[src/rtl/uart_rx_mv.sv]
// 8N1 UART receiver with 2-FF input sync, 3-sample majority vote and ready/ready_clr handshake.
// Optional parity stage (8E1/8O1) enabled by defining UART_RX_PARITY_EN.
module uart_rx_mv #(
    parameter int CLOCKS_PER_PULSE = 5208,
    parameter int PARITY_ODD       = 0
) (
    input  logic       clk,
    input  logic       rstn,
    input  logic       rx,
    input  logic       ready_clr,
    output logic       ready,
    output logic [7:0] data_out,
    output logic       busy,
    output logic       frame_err,
    output logic       overrun,
    output logic       parity_err
);

    localparam int CW = $clog2(CLOCKS_PER_PULSE);
    localparam logic [CW-1:0] CNT_LAST = CW'(CLOCKS_PER_PULSE - 1);
    localparam logic [CW-1:0] CNT_V1   = CW'(CLOCKS_PER_PULSE - 2);
    localparam logic [CW-1:0] CNT_V0   = CW'(CLOCKS_PER_PULSE - 3);
    localparam logic [CW-1:0] CNT_HALF = CW'(CLOCKS_PER_PULSE / 2 - 1);

    typedef enum logic [2:0] {
        S_IDLE,
        S_START,
        S_DATA,
        S_PARITY,
        S_STOP,
        S_RECOVER
    } state_t;

    state_t        state_q, state_d;
    logic [CW-1:0] cnt_q, cnt_d;
    logic [2:0]    bit_idx_q, bit_idx_d;
    logic [7:0]    shift_q, shift_d;
    logic          sync1_q, sync2_q;
    logic          v0_q, v0_d, v1_q, v1_d;
    logic          ready_q, ready_d;
    logic [7:0]    data_q, data_d;
    logic          frame_err_q, frame_err_d;
    logic          overrun_q, overrun_d;

    logic rx_s;
    logic vote;
    logic bit_end;
    logic deliver;
    logic stop_bad;
    logic clr;

`ifdef UART_RX_PARITY_EN
    logic par_q, par_d;
    logic parity_err_q, parity_err_d;
`else
    logic unused_parity_odd;
    assign unused_parity_odd = (PARITY_ODD != 0);
`endif

    assign rx_s    = sync2_q;
    assign vote    = (v0_q & v1_q) | (v0_q & rx_s) | (v1_q & rx_s);
    assign bit_end = (cnt_q == CNT_LAST);
    assign clr     = ready_clr & ready_q;

    always_comb begin
        state_d   = state_q;
        cnt_d     = cnt_q;
        bit_idx_d = bit_idx_q;
        shift_d   = shift_q;
        v0_d      = (cnt_q == CNT_V0) ? rx_s : v0_q;
        v1_d      = (cnt_q == CNT_V1) ? rx_s : v1_q;
        deliver   = 1'b0;
        stop_bad  = 1'b0;
`ifdef UART_RX_PARITY_EN
        par_d     = par_q;
`endif
        case (state_q)
            S_IDLE: begin
                cnt_d = '0;
                if (!rx_s) begin
                    state_d = S_START;
                end
            end
            S_START: begin
                // Leaving START at half a bit puts every later cnt=CPP-1 at mid-bit.
                if (cnt_q == CNT_HALF) begin
                    cnt_d = '0;
                    if (rx_s) begin
                        state_d = S_IDLE;
                    end else begin
                        state_d   = S_DATA;
                        bit_idx_d = '0;
                    end
                end else begin
                    cnt_d = cnt_q + 1'b1;
                end
            end
            S_DATA: begin
                cnt_d = bit_end ? '0 : cnt_q + 1'b1;
                if (bit_end) begin
                    shift_d = {vote, shift_q[7:1]};
                    if (bit_idx_q == 3'd7) begin
`ifdef UART_RX_PARITY_EN
                        state_d = S_PARITY;
`else
                        state_d = S_STOP;
`endif
                    end else begin
                        bit_idx_d = bit_idx_q + 3'd1;
                    end
                end
            end
`ifdef UART_RX_PARITY_EN
            S_PARITY: begin
                cnt_d = bit_end ? '0 : cnt_q + 1'b1;
                if (bit_end) begin
                    par_d   = vote;
                    state_d = S_STOP;
                end
            end
`endif
            S_STOP: begin
                cnt_d = bit_end ? '0 : cnt_q + 1'b1;
                if (bit_end) begin
                    if (vote) begin
                        deliver = 1'b1;
                        state_d = S_IDLE;
                    end else begin
                        stop_bad = 1'b1;
                        state_d  = S_RECOVER;
                    end
                end
            end
            S_RECOVER: begin
                cnt_d = '0;
                if (rx_s) begin
                    state_d = S_IDLE;
                end
            end
            default: begin
                state_d = S_IDLE;
                cnt_d   = '0;
            end
        endcase
    end

    always_comb begin
        ready_d     = ready_q;
        data_d      = data_q;
        frame_err_d = frame_err_q;
        overrun_d   = overrun_q;
        if (deliver) begin
            ready_d     = 1'b1;
            data_d      = shift_q;
            frame_err_d = 1'b0;
        end else if (clr) begin
            ready_d = 1'b0;
        end
        if (stop_bad) begin
            frame_err_d = 1'b1;
        end
        // A consumer acknowledge in the delivery cycle wins over the overrun.
        if (clr) begin
            overrun_d = 1'b0;
        end else if (deliver && ready_q) begin
            overrun_d = 1'b1;
        end
`ifdef UART_RX_PARITY_EN
        parity_err_d = parity_err_q;
        if (deliver) begin
            parity_err_d = ((^shift_q) ^ par_q) != (PARITY_ODD != 0);
        end
`endif
    end

    always_ff @(posedge clk) begin
        if (!rstn) begin
            state_q     <= S_IDLE;
            cnt_q       <= '0;
            bit_idx_q   <= '0;
            shift_q     <= '0;
            sync1_q     <= 1'b1;
            sync2_q     <= 1'b1;
            v0_q        <= 1'b0;
            v1_q        <= 1'b0;
            ready_q     <= 1'b0;
            data_q      <= '0;
            frame_err_q <= 1'b0;
            overrun_q   <= 1'b0;
        end else begin
            state_q     <= state_d;
            cnt_q       <= cnt_d;
            bit_idx_q   <= bit_idx_d;
            shift_q     <= shift_d;
            sync1_q     <= rx;
            sync2_q     <= sync1_q;
            v0_q        <= v0_d;
            v1_q        <= v1_d;
            ready_q     <= ready_d;
            data_q      <= data_d;
            frame_err_q <= frame_err_d;
            overrun_q   <= overrun_d;
        end
    end

`ifdef UART_RX_PARITY_EN
    always_ff @(posedge clk) begin
        if (!rstn) begin
            par_q        <= 1'b0;
            parity_err_q <= 1'b0;
        end else begin
            par_q        <= par_d;
            parity_err_q <= parity_err_d;
        end
    end

    assign parity_err = parity_err_q;
`else
    assign parity_err = 1'b0;
`endif

    assign ready     = ready_q;
    assign data_out  = data_q;
    assign busy      = (state_q != S_IDLE);
    assign frame_err = frame_err_q;
    assign overrun   = overrun_q;

endmodule

[config.mk]
export PLATFORM = sky130hd
export DESIGN_NAME = uart_rx_mv
export DESIGN_NICKNAME = d
export VERILOG_FILES = /design/src/rtl/uart_rx_mv.sv
export SDC_FILE = /design/constraint.sdc
export NUM_CORES = 1
export LEC_CHECK = 0
export CORE_ASPECT_RATIO = 0.5
export CORE_MARGIN = 2
export CORE_UTILIZATION = 45
export CTS_CLUSTER_SIZE = 20
export DETAILED_ROUTE_END_ITERATION = 10
export PLACE_DENSITY_LB_ADDON = 0.3
export SETUP_SLACK_MARGIN = 0.02
export SLEW_MARGIN = 20
export SYNTH_ARGS = -nofsm -noshare
export SYNTH_HDL_FRONTEND = slang
export SYNTH_SLANG_ARGS = --single-unit
[constraint.sdc]
create_clock -name clk -period 1.9 [get_ports clk]
set_input_delay 0.285 -clock clk [delete_from_list [all_inputs] [get_ports clk]]
set_output_delay 0.285 -clock clk [all_outputs]
set_load 0.02 [all_outputs]
==> flow_summary_export.csv <==
group,metric,value,unit
worst_setup_path,critical_path.cell_chain,"ha_1 -> ha_1 -> or4b_4 -> and2_4 -> a211oi_4 -> o22ai_1",
outcome,status,"finished clean",
global_routing,track_usage,19.2,%
yosys,synth_edf_count,0,
hold_path,min_path_type,"reg -> reg",
route,viasPerCell,5.64,
worst_setup_path,critPathKind,"reg -> reg",
final_layout,drive_gt1_share,18.7,%
sta,fmax,546,MHz
power,powerDensity,729,nW/um^2
clocking,root_buffer,"clkbuf_8",
yosys,ys_types,54,
global_routing,grt_pass1_wl,7750,um
sta,layout_min_cycle_time,1830,ps
worst_setup_path,cp_max_fo,3,
power,peakVddDrop,0.330,mV
floorplan,die_x,99.6,um
floorplan,fp.dieH,51.8,um
final_layout,syn2layout_area_growth,25.4,%
global_routing,grt_max_degree,36,
worst_setup_path,cp.arrival,2010,ps
place,dp_hpwl,3230,um
clocking,clockBufferDepth,2,
route,drt_iter0_drc,57,
sta,holdWs,410,ps
floorplan,dieArea,5160,um^2
route,drc,0,
sta,grt_setup_unrepaired,"false",
route,drt-met1-wl,2170,um
power,power_leakage,0.000809,uW
clocking,numCtsBuffers,5,
global_routing,antenna_found_initial,0,
yosys,synth_top_area_share,40.9,%
route,wl_per_cell,14.2,um
power,finalPower,1880,uW
place,gp_congestion,0.878,
sta,final_hold_viol_count,0,
yosys,synth_top_cell_by_area,"dfxtp_1",
sta,skew,6.96,ps
route,ant_nets,0,
worst_setup_path,r2r_start,"bit_idx_q[0]$_SDFFE_PN0P_",
worst_setup_path,end_kind,"register",
final_layout,final_nets,275,
clocking,path_clk_slew,70,ps
yosys,ys_top_cells_by_count,"dfxtp_1, nand3_1, a21oi_1",
clocking,cts_sinks,42,
route,wl_met2,2250,um
place,portBuffers,15,
yosys,netlist_area,2060,um^2
clocking,cts_tree,"yes",
final_layout,diodes,0,
worst_setup_path,crit_path_start_kind,"register",
yosys,synth_area_per_cell,8.60,um^2
route,drtPass1Iterations,4,
floorplan,core,4400,um^2
yosys,seq_area_frac_synth,40.9,%
route,met3WireLength,138,um
global_routing,grt_pass1_vias,1700,
clocking,cts_setup_buffers,0,
worst_setup_path,critical_path.most_common_cell,"ha_1",
worst_setup_path,slowest_stage,"or4b_4",
clocking,h-tree-depth,2,
floorplan,start_util,46.7,%
yosys,ys_seq_elements,42,
yosys,synth_most_common_cell,"dfxtp_1",
sta,finalSetupViolCount,0,
worst_setup_path,crit_path_start,"bit_idx_q[0]$_SDFFE_PN0P_",
yosys,ys.flop_type,"dfxtp_1",
global_routing,globalRoute.totalOverflow,0,
yosys,yosys_warnings,0,
clocking,hold_buffers,0,
yosys,synthTopCellsByArea,"dfxtp_1, nand3_1, a21oi_1",
clocking,insertion_delay,290,ps
hold_path,min_from,"sync1_q$_SDFF_PN1_",
route,highest-signal-layer,"met4",
yosys,netlist_instances,239,
flow_run,maxCapViolations,0,
yosys,ys_async_sr_fraction,0,%
route,num_vias,1827,
floorplan,rows,17,
sta,finalMaxSlewViolations,0,
worst_setup_path,cp.required,2080,ps
yosys,synthesis.nets,248,
floorplan,io_pins,17,
worst_setup_path,cpPeakStageDelay,490,ps
route,wl,4610,um
sta,min_period_over_period,96.4,%
## flip-flops by register name (all words and copies together), names as in the netlist
signal     cells
sync1_q        1
bit_idx_q      3
rx_s           1
overrun        1
v0_q           1
ready          1
cnt_q         13
v1_q           1
frame_err      1
shift_q        8
state_q        3
data_out       8
## report_power, final
| part | total (uW) | internal [uW] | leakage [uW] | switching [uW] |
|---|---|---|---|---|
| Combinational | 254 | 115 | 0.000409 | 138 |
| Sequential | 931 | 897 | 0.000342 | 33.8 |
| Clock | 693 | 387 | 0.0000579 | 307 |
| Total | 1880 | 1400 | 0.000809 | 479 |
## cell usage in the layout (no fill, tap or decap), types with 4 or more instances in the layout
cell type,instances
clkbuf_8,5
nand2_1,11
inv_1,9
nand2b_1,5
nor3_1,18
o21ai_1,19
nand3_1,22
xnor2_1,10
nand4_1,4
nor2_1,9
clkdlybuf4s50_1,14
ha_1,4
a21oi_1,20
dfxtp_1,37
buf_4,17
## metal layers
layer | vias to the layer above | GRT usage, %
li1 | 925 | -
met1 | 873 | 23.1
met2 | 24 | 34.5
met3 | 5 | 4.84
met4 | 0 | 5.94
met5 | - | 0
## cell type report
type | instances | area, um^2
Timing Repair Buffer | 35 | 328
Clock inverter | 3 | 40.0
Clock buffer | 5 | 68.8
Fill cell | 376 | 1830
Inverter | 10 | 37.5
Sequential cell | 42 | 852
Tap cell | 57 | 71.3
Multi-Input combinational cell | 172 | 1180
## through the flow
stage / util, % / cells / setup TNS (ps) / cell area, um^2 / worst slack, ps
after floorplan: - / 239 / 0 / 2090 / 25.9
after global placement: 54.6 / 316 / 0 / 2400 / 27.0
after detailed placement: 54.6 / 316 / -149 / 2400 / -55.2
after CTS: 57.5 / 324 / 0 / 2530 / 22.6
after global routing: 58.5 / 324 / 0 / 2580 / 16.1
final: 58.5 / 324 / 0 / 2580 / 67.5
## critical path: cells and delay by family (launching register included)
kind / cells / cell delay (ps)
simple gates: 2 / 670
compound gates: 2 / 310
fa+ha+maj: 2 / 400
flops: 1 / 340
## worst paths after layout
check,slack [ps],cells after the start,end
setup / recovery,70,6,bit_idx_q[1]$_SDFFE_PN0P_
hold reg to reg,410,1,rx_s$_SDFF_PN1_
hold / removal,410,1,rx_s$_SDFF_PN1_
setup reg to reg,70,6,bit_idx_q[1]$_SDFFE_PN0P_
## timing repair
action,in CTS,in global routing
endpoints found under the setup margin,5,30
pin swaps,3,4
hold endpoints to repair,0,0
resized for setup,8,9
## logic make-up (layout without fill, tap and decap cells)
logic type,after synthesis,count (layout),share of synthesized area [%]
mux,1,1,0.548
simple gates,94,94,26.4
flops,42,42,40.9
buf+inv,25,53,5.54
fa+ha+maj,6,6,3.53
compound gates,58,58,17.8
xor+xnor,12,12,5.11
other cells,1,1,0.182
No activity file was read; power rests on OpenSTA's default activity.
